`config.mk`:
```
export PLATFORM = sky130hd
export DESIGN_NAME = load_store_unit_flat
export DESIGN_NICKNAME = d
export VERILOG_FILES = /design/src/rtl/load_store_unit_pkg.sv /design/src/rtl/load_store_unit_if.sv /design/src/rtl/load_store_unit_load_align.sv /design/src/rtl/load_store_unit.sv /design/src/flat_wrapper.sv
export SDC_FILE = /design/constraint.sdc
export NUM_CORES = 1
export LEC_CHECK = 0
export ABC_AREA = 1
export ABC_CLOCK_PERIOD_IN_PS = 6800
export BUFFER_PORTS_ARGS = -buffer_cell sky130_fd_sc_hd__buf_2
export CORE_MARGIN = 2
export CORE_UTILIZATION = 30
export DETAILED_ROUTE_END_ITERATION = 8
export GPL_TIMING_DRIVEN = 0
export PLACE_DENSITY = 0.5
export SETUP_SLACK_MARGIN = 0.05
export SLEW_MARGIN = 15
export SYNTH_ARGS = -nofsm -noshare
export SYNTH_HDL_FRONTEND = slang
export SYNTH_SLANG_ARGS = --single-unit
```
`constraint.sdc`:
```
create_clock -name clk -period 6.8 [get_ports clk]
set_input_delay 1.36 -clock clk [delete_from_list [all_inputs] [get_ports clk]]
set_output_delay 1.36 -clock clk [all_outputs]
set_load 0.05 [all_outputs]
```
`src/rtl/load_store_unit_pkg.sv`:
```
// Shared definitions for the load/store unit: widths, funct3 codes, FSM
// states, exception causes and the accept-time decode helpers.
package load_store_unit_pkg;

    localparam int XLEN = 32;

    localparam logic [2:0] F3_LB  = 3'b000;
    localparam logic [2:0] F3_LH  = 3'b001;
    localparam logic [2:0] F3_LW  = 3'b010;
    localparam logic [2:0] F3_LBU = 3'b100;
    localparam logic [2:0] F3_LHU = 3'b101;
    localparam logic [2:0] F3_SB  = 3'b000;
    localparam logic [2:0] F3_SH  = 3'b001;
    localparam logic [2:0] F3_SW  = 3'b010;

    typedef enum logic [1:0] {
        ST_IDLE = 2'd0,
        ST_REQ  = 2'd1,
        ST_RESP = 2'd2
    } lsu_state_t;

    typedef enum logic [1:0] {
        EXC_NONE           = 2'b00,
        EXC_LOAD_MISALIGN  = 2'b01,
        EXC_STORE_MISALIGN = 2'b10,
        EXC_ILLEGAL        = 2'b11
    } exc_cause_t;

    // Opcode/size combinations the unit cannot execute at all.
    function automatic logic lsu_is_illegal(input logic is_load, input logic is_store,
                                            input logic [2:0] funct3);
        logic bad;
        bad = 1'b0;
        if (is_load == is_store)
            bad = 1'b1;
        else if (is_load && (funct3 == 3'b011 || funct3 == 3'b110 || funct3 == 3'b111))
            bad = 1'b1;
        else if (is_store && (funct3 >= 3'b011))
            bad = 1'b1;
        return bad;
    endfunction

    // Size is carried in funct3[1:0] for both loads and stores.
    function automatic logic lsu_is_misaligned(input logic [2:0] funct3, input logic [1:0] addr_lo);
        logic mis;
        mis = 1'b0;
        if (funct3[1:0] == 2'b01)
            mis = addr_lo[0];
        else if (funct3[1:0] == 2'b10)
            mis = (addr_lo != 2'b00);
        return mis;
    endfunction

    function automatic logic [3:0] lsu_store_strb(input logic [2:0] funct3, input logic [1:0] addr_lo);
        logic [3:0] strb;
        case (funct3[1:0])
            2'b00:   strb = 4'b0001 << addr_lo;
            2'b01:   strb = 4'b0011 << addr_lo;
            default: strb = 4'b1111;
        endcase
        return strb;
    endfunction

    // Replicate the store value across all lanes; the strobes pick the lane.
    function automatic logic [XLEN-1:0] lsu_store_data(input logic [2:0] funct3, input logic [XLEN-1:0] wdata);
        logic [XLEN-1:0] data;
        case (funct3[1:0])
            2'b00:   data = {4{wdata[7:0]}};
            2'b01:   data = {2{wdata[15:0]}};
            default: data = wdata;
        endcase
        return data;
    endfunction

endpackage

```
`src/rtl/load_store_unit_if.sv`:
```
// Execute-side op channel, data-memory channel, writeback and exception
// outputs of the load/store unit. The slave modport is the LSU's view;
// the master modport is the surrounding core/memory view.
interface load_store_unit_if;
    import load_store_unit_pkg::*;

    logic            ex_valid;
    logic            ex_ready;
    logic            ex_is_load;
    logic            ex_is_store;
    logic [2:0]      ex_funct3;
    logic [XLEN-1:0] ex_addr;
    logic [XLEN-1:0] ex_wdata;
    logic [4:0]      ex_rd;

    logic            mem_req_valid;
    logic            mem_req_ready;
    logic            mem_we;
    logic [XLEN-1:0] mem_addr;
    logic [XLEN-1:0] mem_wdata;
    logic [3:0]      mem_wstrb;
    logic            mem_rvalid;
    logic [XLEN-1:0] mem_rdata;

    logic            wb_valid;
    logic [4:0]      wb_rd;
    logic [XLEN-1:0] wb_data;

    logic            exc_valid;
    logic [1:0]      exc_cause;
    logic [XLEN-1:0] exc_addr;

    logic            busy;

    modport slave (
        input  ex_valid, ex_is_load, ex_is_store, ex_funct3, ex_addr, ex_wdata, ex_rd,
        input  mem_req_ready, mem_rvalid, mem_rdata,
        output ex_ready,
        output mem_req_valid, mem_we, mem_addr, mem_wdata, mem_wstrb,
        output wb_valid, wb_rd, wb_data,
        output exc_valid, exc_cause, exc_addr,
        output busy
    );

    modport master (
        output ex_valid, ex_is_load, ex_is_store, ex_funct3, ex_addr, ex_wdata, ex_rd,
        output mem_req_ready, mem_rvalid, mem_rdata,
        input  ex_ready,
        input  mem_req_valid, mem_we, mem_addr, mem_wdata, mem_wstrb,
        input  wb_valid, wb_rd, wb_data,
        input  exc_valid, exc_cause, exc_addr,
        input  busy
    );

endinterface

```
`src/rtl/load_store_unit_load_align.sv`:
```
// Combinational load extract: picks the byte/half selected by the low
// address bits and sign- or zero-extends it according to funct3.
module load_store_unit_load_align
    import load_store_unit_pkg::*;
(
    input  logic [XLEN-1:0] i_rdata,
    input  logic [1:0]      i_addr_lo,
    input  logic [2:0]      i_funct3,
    output logic [XLEN-1:0] o_data
);

    logic [7:0]  w_byte;
    logic [15:0] w_half;

    // Lane selection then extension.
    always_comb begin
        w_byte = 8'h00;
        w_half = 16'h0000;
        o_data = i_rdata;
        case (i_addr_lo)
            2'b00:   w_byte = i_rdata[7:0];
            2'b01:   w_byte = i_rdata[15:8];
            2'b10:   w_byte = i_rdata[23:16];
            default: w_byte = i_rdata[31:24];
        endcase
        w_half = i_addr_lo[1] ? i_rdata[31:16] : i_rdata[15:0];
        case (i_funct3)
            F3_LB:   o_data = {{24{w_byte[7]}}, w_byte};
            F3_LH:   o_data = {{16{w_half[15]}}, w_half};
            F3_LBU:  o_data = {24'h000000, w_byte};
            F3_LHU:  o_data = {16'h0000, w_half};
            default: o_data = i_rdata;
        endcase
    end

endmodule

```
`src/rtl/load_store_unit.sv`:
```
// Memory stage of the 3-stage core: accepts one load/store from execute,
// checks legality/alignment, issues a single word request to data memory,
// and returns extended load data to writeback.
//
// state   | meaning
// --------+-----------------------------------------------------------
// IDLE    | ready for a new op; faulting ops are reported from here
// REQ     | request presented to memory, held until mem_req_ready
// RESP    | load issued, waiting for mem_rvalid
module load_store_unit
    import load_store_unit_pkg::*;
(
    input  logic             clk,
    input  logic             reset,
    load_store_unit_if.slave bus
);

    lsu_state_t r_state;
    lsu_state_t w_state_nxt;

    logic            w_accept;
    logic            w_illegal;
    logic            w_misalign;
    logic            w_fault;
    logic [1:0]      w_cause;
    logic            w_ex_ready;
    logic            w_req_valid;
    logic            w_busy;
    logic            w_resp_done;
    logic [XLEN-1:0] w_load_data;

    logic [XLEN-1:0] r_addr;
    logic [XLEN-1:0] r_wdata;
    logic [3:0]      r_wstrb;
    logic [2:0]      r_funct3;
    logic [4:0]      r_rd;
    logic            r_is_store;

    logic            r_exc_valid;
    logic [1:0]      r_exc_cause;
    logic [XLEN-1:0] r_exc_addr;

    logic            r_wb_valid;
    logic [4:0]      r_wb_rd;
    logic [XLEN-1:0] r_wb_data;

    assign w_illegal   = lsu_is_illegal(bus.ex_is_load, bus.ex_is_store, bus.ex_funct3);
    assign w_misalign  = lsu_is_misaligned(bus.ex_funct3, bus.ex_addr[1:0]);
    assign w_fault     = w_illegal | w_misalign;
    assign w_cause     = w_illegal      ? EXC_ILLEGAL :
                         bus.ex_is_load ? EXC_LOAD_MISALIGN : EXC_STORE_MISALIGN;
    assign w_accept    = bus.ex_valid && (r_state == ST_IDLE);
    // rvalid only counts while a load is outstanding.
    assign w_resp_done = (r_state == ST_RESP) && bus.mem_rvalid;

    // State register.
    always_ff @(posedge clk or posedge reset) begin
        if (reset)
            r_state <= ST_IDLE;
        else
            r_state <= w_state_nxt;
    end

    // Next-state and handshake outputs.
    always_comb begin
        w_state_nxt = r_state;
        w_ex_ready  = 1'b0;
        w_req_valid = 1'b0;
        w_busy      = 1'b1;
        case (r_state)
            ST_IDLE: begin
                w_ex_ready = 1'b1;
                w_busy     = 1'b0;
                if (bus.ex_valid && !w_fault)
                    w_state_nxt = ST_REQ;
            end
            ST_REQ: begin
                w_req_valid = 1'b1;
                if (bus.mem_req_ready)
                    w_state_nxt = r_is_store ? ST_IDLE : ST_RESP;
            end
            ST_RESP: begin
                if (bus.mem_rvalid)
                    w_state_nxt = ST_IDLE;
            end
            default: w_state_nxt = ST_IDLE;
        endcase
    end

    // Capture the op on a legal accept; these hold the request stable in REQ.
    always_ff @(posedge clk or posedge reset) begin
        if (reset) begin
            r_addr     <= '0;
            r_wdata    <= '0;
            r_wstrb    <= '0;
            r_funct3   <= '0;
            r_rd       <= '0;
            r_is_store <= 1'b0;
        end else if (w_accept && !w_fault) begin
            r_addr     <= bus.ex_addr;
            r_wdata    <= lsu_store_data(bus.ex_funct3, bus.ex_wdata);
            r_wstrb    <= bus.ex_is_store ? lsu_store_strb(bus.ex_funct3, bus.ex_addr[1:0]) : 4'b0000;
            r_funct3   <= bus.ex_funct3;
            r_rd       <= bus.ex_rd;
            r_is_store <= bus.ex_is_store;
        end
    end

    // Single-cycle exception pulse the cycle after a faulting accept.
    always_ff @(posedge clk or posedge reset) begin
        if (reset) begin
            r_exc_valid <= 1'b0;
            r_exc_cause <= 2'b00;
            r_exc_addr  <= '0;
        end else begin
            r_exc_valid <= w_accept && w_fault;
            if (w_accept && w_fault) begin
                r_exc_cause <= w_cause;
                r_exc_addr  <= bus.ex_addr;
            end
        end
    end

    load_store_unit_load_align u_load_align (
        .i_rdata   (bus.mem_rdata),
        .i_addr_lo (r_addr[1:0]),
        .i_funct3  (r_funct3),
        .o_data    (w_load_data)
    );

    // Single-cycle writeback pulse the cycle after rvalid in RESP.
    always_ff @(posedge clk or posedge reset) begin
        if (reset) begin
            r_wb_valid <= 1'b0;
            r_wb_rd    <= '0;
            r_wb_data  <= '0;
        end else begin
            r_wb_valid <= w_resp_done;
            if (w_resp_done) begin
                r_wb_rd   <= r_rd;
                r_wb_data <= w_load_data;
            end
        end
    end

    assign bus.ex_ready      = w_ex_ready;
    assign bus.busy          = w_busy;
    assign bus.mem_req_valid = w_req_valid;
    assign bus.mem_we        = r_is_store;
    assign bus.mem_addr      = {r_addr[XLEN-1:2], 2'b00};
    assign bus.mem_wdata     = r_wdata;
    assign bus.mem_wstrb     = r_wstrb;
    assign bus.wb_valid      = r_wb_valid;
    assign bus.wb_rd         = r_wb_rd;
    assign bus.wb_data       = r_wb_data;
    assign bus.exc_valid     = r_exc_valid;
    assign bus.exc_cause     = r_exc_cause;
    assign bus.exc_addr      = r_exc_addr;

endmodule
```
`src/flat_wrapper.sv`:
```
// flat-port wrapper written by rule: the top's interface ports become plain ports
module load_store_unit_flat import load_store_unit_pkg::*;
  (clk, reset, bus_ex_valid, bus_ex_is_load, bus_ex_is_store, bus_ex_funct3, bus_ex_addr, bus_ex_wdata, bus_ex_rd, bus_mem_req_ready, bus_mem_rvalid, bus_mem_rdata, bus_ex_ready, bus_mem_req_valid, bus_mem_we, bus_mem_addr, bus_mem_wdata, bus_mem_wstrb, bus_wb_valid, bus_wb_rd, bus_wb_data, bus_exc_valid, bus_exc_cause, bus_exc_addr, bus_busy);
  load_store_unit_if bus_i ();
  input  logic clk;
  input  logic reset;
  input wire logic [$bits(bus_i.ex_valid)-1:0] bus_ex_valid;
  input wire logic [$bits(bus_i.ex_is_load)-1:0] bus_ex_is_load;
  input wire logic [$bits(bus_i.ex_is_store)-1:0] bus_ex_is_store;
  input wire logic [$bits(bus_i.ex_funct3)-1:0] bus_ex_funct3;
  input wire logic [$bits(bus_i.ex_addr)-1:0] bus_ex_addr;
  input wire logic [$bits(bus_i.ex_wdata)-1:0] bus_ex_wdata;
  input wire logic [$bits(bus_i.ex_rd)-1:0] bus_ex_rd;
  input wire logic [$bits(bus_i.mem_req_ready)-1:0] bus_mem_req_ready;
  input wire logic [$bits(bus_i.mem_rvalid)-1:0] bus_mem_rvalid;
  input wire logic [$bits(bus_i.mem_rdata)-1:0] bus_mem_rdata;
  output wire logic [$bits(bus_i.ex_ready)-1:0] bus_ex_ready;
  output wire logic [$bits(bus_i.mem_req_valid)-1:0] bus_mem_req_valid;
  output wire logic [$bits(bus_i.mem_we)-1:0] bus_mem_we;
  output wire logic [$bits(bus_i.mem_addr)-1:0] bus_mem_addr;
  output wire logic [$bits(bus_i.mem_wdata)-1:0] bus_mem_wdata;
  output wire logic [$bits(bus_i.mem_wstrb)-1:0] bus_mem_wstrb;
  output wire logic [$bits(bus_i.wb_valid)-1:0] bus_wb_valid;
  output wire logic [$bits(bus_i.wb_rd)-1:0] bus_wb_rd;
  output wire logic [$bits(bus_i.wb_data)-1:0] bus_wb_data;
  output wire logic [$bits(bus_i.exc_valid)-1:0] bus_exc_valid;
  output wire logic [$bits(bus_i.exc_cause)-1:0] bus_exc_cause;
  output wire logic [$bits(bus_i.exc_addr)-1:0] bus_exc_addr;
  output wire logic [$bits(bus_i.busy)-1:0] bus_busy;
  assign bus_i.ex_valid = bus_ex_valid;
  assign bus_i.ex_is_load = bus_ex_is_load;
  assign bus_i.ex_is_store = bus_ex_is_store;
  assign bus_i.ex_funct3 = bus_ex_funct3;
  assign bus_i.ex_addr = bus_ex_addr;
  assign bus_i.ex_wdata = bus_ex_wdata;
  assign bus_i.ex_rd = bus_ex_rd;
  assign bus_i.mem_req_ready = bus_mem_req_ready;
  assign bus_i.mem_rvalid = bus_mem_rvalid;
  assign bus_i.mem_rdata = bus_mem_rdata;
  assign bus_ex_ready = bus_i.ex_ready;
  assign bus_mem_req_valid = bus_i.mem_req_valid;
  assign bus_mem_we = bus_i.mem_we;
  assign bus_mem_addr = bus_i.mem_addr;
  assign bus_mem_wdata = bus_i.mem_wdata;
  assign bus_mem_wstrb = bus_i.mem_wstrb;
  assign bus_wb_valid = bus_i.wb_valid;
  assign bus_wb_rd = bus_i.wb_rd;
  assign bus_wb_data = bus_i.wb_data;
  assign bus_exc_valid = bus_i.exc_valid;
  assign bus_exc_cause = bus_i.exc_cause;
  assign bus_exc_addr = bus_i.exc_addr;
  assign bus_busy = bus_i.busy;
  load_store_unit u_core (.clk(clk), .reset(reset), .bus(bus_i));
endmodule
```
# Word level (Yosys, flattened, before mapping)
# Cells that the tools add are included.
# totals
reg_bits,152
latchBits,0
ram_bits,0
rom_bits,0
out_inout_bits,145
elab_cells,70
mem_count,0
# op_classes
addsub,0
mul,0
div_mod_pow,0
magnitude_cmp,1
n_eq_ne,16
shift,2
mux,21
bitwise,1
reduce_logical,16
# op_table
cell,n
$pmux W32 S4,1
$pmux W32 S2,1
$pmux W8 S3,1
$mux W16,1
$eq A3 B3 Y1 const B,4
$mux W2,6
$mux W1,8
$pmux W4 S2,1
$logic_and A1 B1 Y1,7
$eq A2 B1 Y1 const B,3
$eq A2 B2 Y1 const B,3
$logic_not A2 Y1,3
$ne A2 B2 Y1 const B,3
$pmux W2 S3,1
$mux W4,1
$shl A1 B2 Y4 const A,1
$shl A2 B2 Y4 const A,1
$eq A3 B1 Y1 const B,1
$eq A3 B2 Y1 const B,1
$ge A3 B2 Y1 const B,1
$logic_not A3 Y1,1
$reduce_and A3 Y1,1
$logic_or A1 B1 Y1,2
$reduce_bool A2 Y1,1
3 further kinds,3

# Depth between registers and ports, before layout
# Gate-level depths: netlist of run 1.
# logic_depth
depth_word,11
mapped_depth,10
mapped_depth_nobuf,8

# Cells and area by module
# Synthesis of run 1 repeated with hierarchy kept, for this count alone.
# unflattened
cells_unflattened,899
area_unflattened_um2,7284.5
# by_module_without_submodules
module,instances,cells_per_inst,area_each_um2,seq_area_each_um2
load_store_unit,1,736,6426.2,3803.6
load_store_unit_load_align,1,163,858.3,0.0

# Worst setup path before layout of run 1
# OpenSTA, ideal clock, no wires.
# synth_timing
kind,reg2out
startpoint,reg u_core.r_state[0]
endpoint,out bus_ex_ready
arrival_time_ps,1266
required_time_ps,5440
setup_slack_ps,4174
stages_incl_launch_ff,4
n_path_buf,0
path_cell_list,dfrtp_1 -> inv_1 -> nand2_1 -> inv_1
# synth_via
elab_chain_len,2
# synth_rtl
element,line,rtl
start: declaration,load_store_unit.sv:18,lsu_state_t r_state;
start signal: assignment,load_store_unit.sv:61,r_state <= w_state_nxt;
$logic_not A2 Y1,load_store_unit.sv:70,case (r_state)
$mux W1,load_store_unit.sv:70,
end: declaration,flat_wrapper.sv:17,output wire logic [$bits(bus_i.ex_ready)-1:0] bus_ex_ready;
# No other way between the ends.

# Worst setup path in the final report of run 1
# Ends and elaborated chain as after synthesis.

==> results of run 1 <==
## logic make-up after synthesis
family | after synthesis | share of synthesized area
compound gates | 160 | 0.146
other cells | 1 | 0.000497
simple gates | 404 | 0.223
buf+inv | 179 | 0.126
flops | 152 | 0.504
## worst paths after layout
path | slack, ns | start | depth (start not counted) | end
min | 0.47 | u_core.bus.exc_cause[0]$_DFFE_PP0P_ | 2 | u_core.bus.exc_cause[0]$_DFFE_PP0P_
min in group asynchronous | 0.98 | reset | 2 | u_core.bus.wb_data[24]$_DFFE_PP0P_
max in group asynchronous | 4.95 | reset | 3 | u_core.r_state[1]$_DFFE_PP0P_
max reg2reg | 5.02 | u_core.r_state[0]$_DFFE_PP0P_ | 7 | u_core.bus.wb_data[2]$_DFFE_PP0P_
max | 4.02 | u_core.r_state[0]$_DFFE_PP0P_ | 4 | bus_ex_ready
min reg2reg | 0.47 | u_core.bus.exc_cause[0]$_DFFE_PP0P_ | 2 | u_core.bus.exc_cause[0]$_DFFE_PP0P_
## power groups by stage
stage          combinational, mW  sequential, mW  clock (mW)
5_1_grt                     2.35            1.41        1.10
3_5_place_dp                2.22            1.39           0
6_report                    2.20            1.38        1.03
2_1_floorplan              0.901            2.17           0
3_3_place_gp                2.21            1.39           0
4_1_cts                     2.22            1.38        1.06
## cell usage after synthesis (2+ instances only)
library cell,instances,share of area
nand2_1,287,0.14
dfrtp_1,152,0.50
inv_1,97,0.048
o21ai_2,77,0.089
nand3_1,69,0.046
a21oi_1,57,0.038
buf_4,36,0.036
nor2_1,22,0.011
o21ai_0,22,0.015
or2_2,18,0.015
buf_6,17,0.025
clkbuf_1,15,0.0075
buf_2,12,0.0080
nor2_2,3,0.0025
a21boi_0,2,0.0020
nand2_2,2,0.0017
## worst reg2reg max path: cells and delay by family (launching register included)
kind / cells / cell delay (ns)
buf+inv: 4 / 0.88
simple gates: 3 / 0.46
flops: 1 / 0.38
## metrics by stage
step	cells	power (mW)
after floorplan	897	3.07
after global placement	1479	3.59
after detailed placement	1480	3.61
after CTS	1512	4.66
after global routing	1514	4.87
final	1516	4.61
## sequential cells by signal, summed over array words and instances, names as in the netlist
register              count
u_core.bus.exc_addr      32
u_core.bus.exc_cause      2
u_core.bus.exc_valid      1
u_core.bus.mem_wdata     32
u_core.bus.mem_we         1
u_core.bus.mem_wstrb      4
u_core.bus.wb_data       32
u_core.bus.wb_rd          5
u_core.bus.wb_valid       1
u_core.r_addr            32
u_core.r_funct3           3
u_core.r_rd               5
u_core.r_state            2
## metal layers
| layer | GRT usage | vias up |
|---|---|---|
| li1 | - | 3329 |
| met5 | 0 | - |
| met4 | 0.0483 | 2 |
| met1 | 0.241 | 3089 |
| met3 | 0.0583 | 20 |
| met2 | 0.290 | 223 |
## final cells by class
class | instances | area [sq um]
clock inverters | 15 | 203
inverters | 99 | 382
fillers | 2646 | 15000
plain buffers | 80 | 578
multi-input cells | 566 | 2790
well taps | 330 | 413
repair buffers | 253 | 1290
flip-flops and latches | 152 | 3800
clock buffers | 17 | 425
diodes | 4 | 10.0
==> impl_metrics.json, run 1 <==
{
  "status": "finished clean",
  "dr.pass1.iters": 5,
  "max_freq_mhz": 359,
  "ctsHoldBuffers": 0,
  "intPower_mw": 2.37,
  "top_layer": "met5",
  "dp_hpwl_um": 17500,
  "gp_congestion": 0.841,
  "relSlewSlack": 0.567,
  "grt_usage": 0.183,
  "fin_nets": 1280,
  "syn_inst": 896,
  "synth_enable_flop_cells": 0,
  "core_area_sq_mm": 0.0249,
  "crit_slowest_cell": "dfrtp_1",
  "wl_met3_um": 1790,
  "power_frac_seq": 0.298,
  "dp_slack_ns": 4.03,
  "crit_family": "buffers and inverters",
  "rsz0062_at_grt": "no",
  "die_area_sq_mm": 0.0264,
  "switching_share": 0.485,
  "cp_common_cell": "inv_1",
  "cts_resized": 0,
  "setup_violations": 0,
  "finalClockSkew_ns": 0.0109,
  "drc": 0,
  "avgSynthCellArea_sq_um": 8.41,
  "grt_pass1_wl_um": 37000,
  "maxSlewViolCount": 0,
  "row_count": 58,
  "dieHeight_um": 163,
  "hold_viol": 0,
  "cts_made_buffers": 17,
  "worstMarginPinSlew_ns": 0.647,
  "ys_ff_latch": 152,
  "via_count": 6663,
  "setup_ws_ns": 4.02,
  "wl_per_cell_um": 15.7,
  "io_pins": 256,
  "drt-met1-wl_um": 10500,
  "layout-drive-gt1-share": 0.386,
  "layout_common_cells": "287 x nand2_1, 264 x buf_2, 152 x dfrtp_1",
  "p_switching_mw": 2.24,
  "cts_tree": "yes",
  "critPathMaxFanout": 4,
  "critical_path_class": "flip-flop to primary output",
  "ir_drop_mv": 0.224,
  "crit_buf_inv": 3,
  "ys_types": 24,
  "grt_max_degree": 88,
  "syn_area_sq_mm": 0.00754,
  "clock_path_buffers": 2,
  "die_x_um": 163,
  "power.leakage_nw": 5.55,
  "ant_nets": 0,
  "start_util": 0.303,
  "fin_crit_sh": 0.409,
  "async_reset_ff_frac": 1.00,
  "io_buffers": 252,
  "clk_pin_slew_ns": 0.06,
  "maxCapViolations": 0,
  "grt_pass1_vias": 6539,
  "overflow": 0,
  "antenna_found_initial": 4,
  "yosysSeqAreaShare": 0.504,
  "yosys_warnings": 0,
  "final_core_util": 0.397,
  "clock-sinks": 152,
  "vias_per_cell": 4.40,
  "crit_arrival_ns": 1.42,
  "h-tree-depth": 4,
  "slowest_delay_ns": 0.38,
  "syn_to_final_growth_pct": 31.2,
  "dpl-instance-area_sq_mm": 0.00925,
  "holdWs_ns": 0.466,
  "clkLatencyLatePin_ns": 0.43,
  "met2_length_um": 11100,
  "mostFrequentLayoutCell": "nand2_1",
  "critPathCaptureType": "primary output",
  "hold_path_class": "flip-flop to flip-flop",
  "totalWireLength_um": 23800,
  "design_area_sq_mm": 0.00989,
  "fin_crit_ns": 2.78,
  "cp.required_ns": 5.44,
  "dominantRegCellSynth": "dfrtp_1",
  "power_density_mw_per_mm2": 466,
  "clockRootBuffer": "clkbuf_16",
  "drt-initial-drc-count": 388,
  "start_kind": "flip-flop",
  "post_cts_buffers": 0,
  "fin_setup_tns_ns": 0,
  "clkPwrFrac": 0.224,
  "power_frac_comb": 0.478,
  "path_cells": "inv_1 -> nand2_1 -> inv_1 -> buf_2"
}
Note: power is estimated with default switching activity, not from simulation.
==> run 2, diff against run 1 <==
--- a/config.mk
+++ b/config.mk
@@ -5,14 +5,14 @@
 export SDC_FILE = /design/constraint.sdc
 export NUM_CORES = 1
 export LEC_CHECK = 0
-export ABC_AREA = 1
-export ABC_CLOCK_PERIOD_IN_PS = 6800
+export ABC_AREA = 0
+export ABC_CLOCK_PERIOD_IN_PS = 2600
 export BUFFER_PORTS_ARGS = -buffer_cell sky130_fd_sc_hd__buf_2
 export CORE_MARGIN = 2
 export CORE_UTILIZATION = 30
 export DETAILED_ROUTE_END_ITERATION = 8
 export GPL_TIMING_DRIVEN = 0
-export PLACE_DENSITY = 0.5
+export PLACE_DENSITY = 0.51
 export SETUP_SLACK_MARGIN = 0.05
 export SLEW_MARGIN = 15
 export SYNTH_ARGS = -nofsm -noshare
==> constraint.sdc (replaced) <==
create_clock -name clk -period 2.6 [get_ports clk]
set_input_delay 0.52 -clock clk [delete_from_list [all_inputs] [get_ports clk]]
set_output_delay 0.52 -clock clk [all_outputs]
set_load 0.05 [all_outputs]
==> impl_metrics.json, run 2 <==
{
  "async_reset_ff_frac": 1.00,
  "fin_crit_sh": 0.838,
  "grt_busiest_layer": "met2",
  "path_cells": "nor2_1 -> nand2_1 -> nor3_2 -> buf_4 -> buf_6 -> mux2_1",
  "grt_pass1_wl_um": 31200,
  "r2r_end": "u_core.r_addr[1]$_DFFE_PP0P_",
  "io_buffers": 251,
  "grt_pass1_vias": 5538,
  "crit_cells": 6,
  "mostFrequentLayoutCell": "buf_2",
  "cp.required_ns": 2.89,
  "critPathMaxFanout": 10,
  "maxSlewViolCount": 0,
  "clkLatencyLatePin_ns": 0.42,
  "crit_end": "u_core.r_addr[1]$_DFFE_PP0P_",
  "clock-sinks": 152,
  "status": "finished clean",
  "ir_drop_mv": 0.587,
  "synthTopCellsByCount": "152 x dfrtp_1, 108 x mux2_2, 60 x nand2_1",
  "die_area_sq_mm": 0.0245,
  "ctsHoldBuffers": 0,
  "syn_inst": 590,
  "dr.pass1.iters": 4,
  "clockRootBuffer": "clkbuf_16",
  "fin_crit_ns": 2.18,
  "hold_viol": 0,
  "grt_usage": 0.165,
  "totalWireLength_um": 19800,
  "grt_max_degree": 34,
  "power.leakage_nw": 4.54,
  "fin_nets": 976,
  "core_area_sq_mm": 0.0228,
  "dieHeight_um": 157,
  "syn_area_sq_mm": 0.00699,
  "h-tree-depth": 4,
  "relSlewSlack": 0.416,
  "yosysMostFrequentCell": "dfrtp_1",
  "dp_slack_ns": 0.198,
  "setup_ws_ns": 0.420,
  "cts_made_buffers": 17,
  "gp_congestion": 0.794,
  "drc": 0,
  "io_pins": 256,
  "use_met2": 0.269,
  "power_density_mw_per_mm2": 1300,
  "post_cts_buffers": 0,
  "netlist_top_cells_area": "dfrtp_1 54%, mux2_2 17%, buf_4 3.9%",
  "ant_nets": 0,
  "antenna_found_initial": 2,
  "row_count": 55,
  "netlist.area_leader.share": 0.544,
  "setup_violations": 0,
  "critPathCaptureType": "flip-flop",
  "vias_per_cell": 4.50,
  "via_count": 5368,
  "dp_hpwl_um": 15000,
  "clk_pin_slew_ns": 0.07,
  "cts_tree": "yes",
  "cts_resized": 0,
  "layout-drive-gt1-share": 0.509,
  "yosysTopAreaCell": "dfrtp_1",
  "layout_common_cells": "259 x buf_2, 152 x dfrtp_1, 108 x mux2_2",
  "worstMarginPinSlew_ns": 0.874,
  "finalClockSkew_ns": 0.00799,
  "crit_arrival_ns": 2.47,
  "r2r_slack_ns": 0.42,
  "ys_types": 36,
  "rsz0062_at_grt": "no",
  "max_freq_mhz": 459,
  "critical_path_class": "flip-flop to flip-flop",
  "reg2reg_depth": 6,
  "grtUsageMet1": 0.207,
  "grt_use_met3": 0.0606,
  "yosysSeqAreaShare": 0.544,
  "crit_buf_inv": 2,
  "drt-initial-drc-count": 162,
  "overflow": 0,
  "avgSynthCellArea_sq_um": 11.9,
  "hold_path_class": "input pin to asynchronous set/reset pin",
  "slowest_delay_ns": 0.41,
  "ys_ff_latch": 152,
  "fin_setup_tns_ns": 0,
  "synth_enable_flop_cells": 0,
  "syn_to_final_growth_pct": 33.9,
  "clock_path_buffers": 2,
  "start_kind": "flip-flop",
  "maxCapViolations": 0,
  "crit_family": "simple AND/OR/NAND/NOR gates",
  "critPathLaunch": "u_core.r_state[1]$_DFFE_PP0P_",
  "dominantRegCellSynth": "dfrtp_1",
  "start_util": 0.307,
  "crit_slowest_cell": "dfrtp_1",
  "wl_per_cell_um": 16.6,
  "die_x_um": 157,
  "reg2reg_from": "u_core.r_state[1]$_DFFE_PP0P_",
  "yosys_warnings": 0
}
-- run 2: cell families (layout without fill, tap and decap cells) --
| logic type | count (synthesis) | count (layout) | share of synthesized area |
|---|---|---|---|
| other | 1 | 4 | 0.000536 |
| XOR/XNOR | 1 | 1 | 0.00125 |
| AO/OA/AOI/OAI | 70 | 70 | 0.0603 |
| buffers and inverters | 87 | 374 | 0.0696 |
| multiplexers | 145 | 145 | 0.232 |
| flip-flops | 152 | 152 | 0.544 |
| AND/OR/NAND/NOR | 134 | 134 | 0.0929 |
-- run 2: power by group --
group	internal, mW	switching, mW
registers	3.25	0.461
clock network	1.60	1.04
logic	1.63	4.22
total	6.48	5.72
-- run 2: area by class of cell --
type                       count  area, sq um
antenna                        2         5.00
sequential                   152         3800
tap                          313          392
buffer                        67          412
fill                        2284        13400
clock inverter                12          163
multi-input combinational    352         2710
clock buffer                  20          467
inverter                      20         78.8
timing repair buffer         255         1340
-- run 2: routing by layer --
metal,vias up,share of wire
li1,2572,-
met1,2615,0.44
met2,166,0.48
met3,15,0.071
met4,0,0.011
met5,-,0
-- run 2: worst min-delay path by stage --
stage          slack [ns]                  startpoint                              endpoint  cells after the start
2_1_floorplan        0.43  u_core.r_rd[0]$_DFFE_PP0P_       u_core.bus.wb_rd[0]$_DFFE_PP0P_                      2
4_1_cts              0.15                       reset  u_core.bus.mem_wdata[16]$_DFFE_PP0P_                      2
6_report             0.16                       reset  u_core.bus.mem_wdata[16]$_DFFE_PP0P_                      2
3_5_place_dp         0.45  u_core.r_rd[3]$_DFFE_PP0P_       u_core.bus.wb_rd[3]$_DFFE_PP0P_                      2
5_1_grt              0.19                       reset  u_core.bus.mem_wdata[17]$_DFFE_PP0P_                      2
3_3_place_gp         0.45  u_core.r_rd[2]$_DFFE_PP0P_       u_core.bus.wb_rd[2]$_DFFE_PP0P_                      2
-- run 2: through the flow --
| step | util | power (mW) | hold slack [ns] | cell area [sq um] | std cells |
|---|---|---|---|---|---|
| final | 0.411 | 12.2 | 0.159 | 9360 | 1193 |
| after global placement | 0.380 | 9.61 | 0.448 | 8650 | 1155 |
| after CTS | 0.411 | 12.4 | 0.152 | 9360 | 1191 |
| after floorplan | - | 8.22 | 0.435 | 7000 | 591 |
| after detailed placement | 0.383 | 9.65 | 0.451 | 8730 | 1159 |
| after global routing | 0.411 | 12.9 | 0.191 | 9360 | 1192 |
==> run 3, diff against run 2 <==
--- a/config.mk
+++ b/config.mk
@@ -6,7 +6,7 @@
 export NUM_CORES = 1
 export LEC_CHECK = 0
 export ABC_AREA = 0
-export ABC_CLOCK_PERIOD_IN_PS = 2600
+export ABC_CLOCK_PERIOD_IN_PS = 2100
 export BUFFER_PORTS_ARGS = -buffer_cell sky130_fd_sc_hd__buf_2
 export CORE_MARGIN = 2
 export CORE_UTILIZATION = 30
==> constraint.sdc (replaced) <==
create_clock -name clk -period 2.1 [get_ports clk]
set_input_delay 0.42 -clock clk [delete_from_list [all_inputs] [get_ports clk]]
set_output_delay 0.42 -clock clk [all_outputs]
set_load 0.05 [all_outputs]
==> impl_metrics.json, run 3 (synthesized netlist as in run 2, its figures left out) <==
{
  "critPathMaxFanout": 10,
  "fin_crit_ns": 1.90,
  "die_area_sq_mm": 0.0245,
  "start_util": 0.307,
  "path_cells": "clkbuf_4 -> mux4_2 -> o21ai_2 -> buf_2 -> nand3_1",
  "maxSlewViolCount": 0,
  "mostFrequentLayoutCell": "buf_2",
  "hold_path_class": "input pin to asynchronous set/reset pin",
  "slowest_delay_ns": 0.56,
  "hold_viol": 0,
  "clk_pin_slew_ns": 0.07,
  "dieHeight_um": 157,
  "critPathCaptureType": "flip-flop",
  "totalWireLength_um": 20100,
  "rsz0062_at_grt": "yes",
  "power.leakage_nw": 4.58,
  "cp.required_ns": 2.40,
  "h-tree-depth": 4,
  "via_count": 5389,
  "row_count": 55,
  "clock_path_buffers": 2,
  "grt_usage": 0.168,
  "critical_path_class": "flip-flop to flip-flop",
  "r2r_end": "u_core.bus.wb_data[23]$_DFFE_PP0P_",
  "io_buffers": 251,
  "cts_made_buffers": 17,
  "io_pins": 256,
  "crit_family": "multiplexers",
  "clkLatencyLatePin_ns": 0.42,
  "grt_pass1_wl_um": 31500,
  "stdcell_count": 1195,
  "power_density_mw_per_mm2": 1620,
  "fillCellCount": 2288,
  "drc": 0,
  "layout_common_cells": "258 x buf_2, 152 x dfrtp_1, 108 x mux2_2",
  "ant_nets": 0,
  "ir_drop_mv": 0.671,
  "final_core_util": 0.415,
  "reg2reg_depth": 5,
  "clock-sinks": 152,
  "antenna_found_initial": 4,
  "grt_max_degree": 33,
  "dpl-instance-area_sq_mm": 0.00876,
  "maxCapViolations": 0,
  "worstMarginPinSlew_ns": 0.874,
  "syn_to_final_growth_pct": 35.1,
  "gp_congestion": 0.777,
  "dr.pass1.iters": 4,
  "setup_violations": 0,
  "ctsHoldBuffers": 0,
  "crit_slowest_cell": "mux4_2",
  "design_area_sq_mm": 0.00944,
  "crit_buf_inv": 2,
  "start_kind": "flip-flop",
  "core_area_sq_mm": 0.0228,
  "vias_per_cell": 4.51,
  "clockRootBuffer": "clkbuf_16",
  "dp_hpwl_um": 15200,
  "status": "finished clean",
  "r2r_slack_ns": 0.20,
  "fin_nets": 979,
  "drt-initial-drc-count": 253,
  "overflow": 0,
  "die_x_um": 157,
  "layout-drive-gt1-share": 0.514,
  "cts_tree": "yes",
  "max_freq_mhz": 525,
  "place_inst": 1160,
  "p_total_mw": 15.3,
  "grt_pass1_vias": 5610,
  "fin_crit_sh": 0.907,
  "wl_per_cell_um": 16.8,
  "crit_arrival_ns": 2.20,
  "reg2reg_from": "u_core.r_addr[0]$_DFFE_PP0P_",
  "relSlewSlack": 0.417,
  "finalClockSkew_ns": 0.00878
}
## run 3: worst max-delay path by stage
stage	slack [ns]	cells past startpoint	to	from
6_report	0.20	5	u_core.bus.wb_data[23]$_DFFE_PP0P_	u_core.r_addr[0]$_DFFE_PP0P_
5_1_grt	0.03	6	u_core.bus.wb_data[8]$_DFFE_PP0P_	u_core.r_state[1]$_DFFE_PP0P_
4_1_cts	0.09	6	u_core.r_addr[1]$_DFFE_PP0P_	u_core.r_state[1]$_DFFE_PP0P_
3_5_place_dp	-0.20	6	u_core.bus.exc_addr[17]$_DFFE_PP0P_	bus_ex_funct3[0]
3_3_place_gp	-1.41	2	u_core.bus.wb_data[21]$_DFFE_PP0P_	reset
2_1_floorplan	-0.24	1	u_core.bus.exc_addr[0]$_DFFE_PP0P_	reset
## run 3: what timing repair did
item	4_1_cts	5_1_grt
pin swaps	0	1
gates cloned	0	0
gates resized for setup	2	5
setup buffers	1	1
setup endpoints to repair	11	36
## run 3: report_power, final
group	switching (mW)	internal [mW]	leakage, nW
sequential	0.569	4.02	1.83
clock	1.33	2.07	0.307
combinational	5.24	2.03	2.44
## run 3: per-layer routing
metal / vias to the layer above / GRT usage / part of all wire
met4: 2 / 0.0428 / 0.0084
met2: 186 / 0.274 / 0.48
met5: - / 0 / 0.00080
li1: 2575 / - / -
met1: 2613 / 0.211 / 0.43
met3: 13 / 0.0620 / 0.079
## run 3: per-stage QoR
stage / setup WS [ns] / hold slack [ns] / setup TNS [ns]
CTS: 0.0907 / 0.0693 / 0
detailed placement: -0.201 / 0.449 / -8.41
global route: 0.0301 / 0.102 / 0
global placement: -1.41 / 0.447 / -220.20
finish: 0.195 / 0.0756 / 0
floorplan: -0.237 / 0.435 / -36.02
## run 3: final cells by class
cell class	count	area (sq um)	share of cell area
flip-flops and latches	152	3800	0.403
multi-input cells	352	2730	0.289
repair buffers	258	1380	0.146
clock buffers	19	453	0.0480
plain buffers	67	419	0.0444
well taps	313	392	0.0415
clock inverters	13	191	0.0203
inverters	20	78.8	0.00835
diodes	1	2.50	0.000265
## run 3: worst register-to-register path, delay by kind of cell, from the launching register on
kind	cells	cell delay, ns
compound gates	1	0.31
simple gates	1	0.10
flops	1	0.32
mux	1	0.56
buf+inv	2	0.49
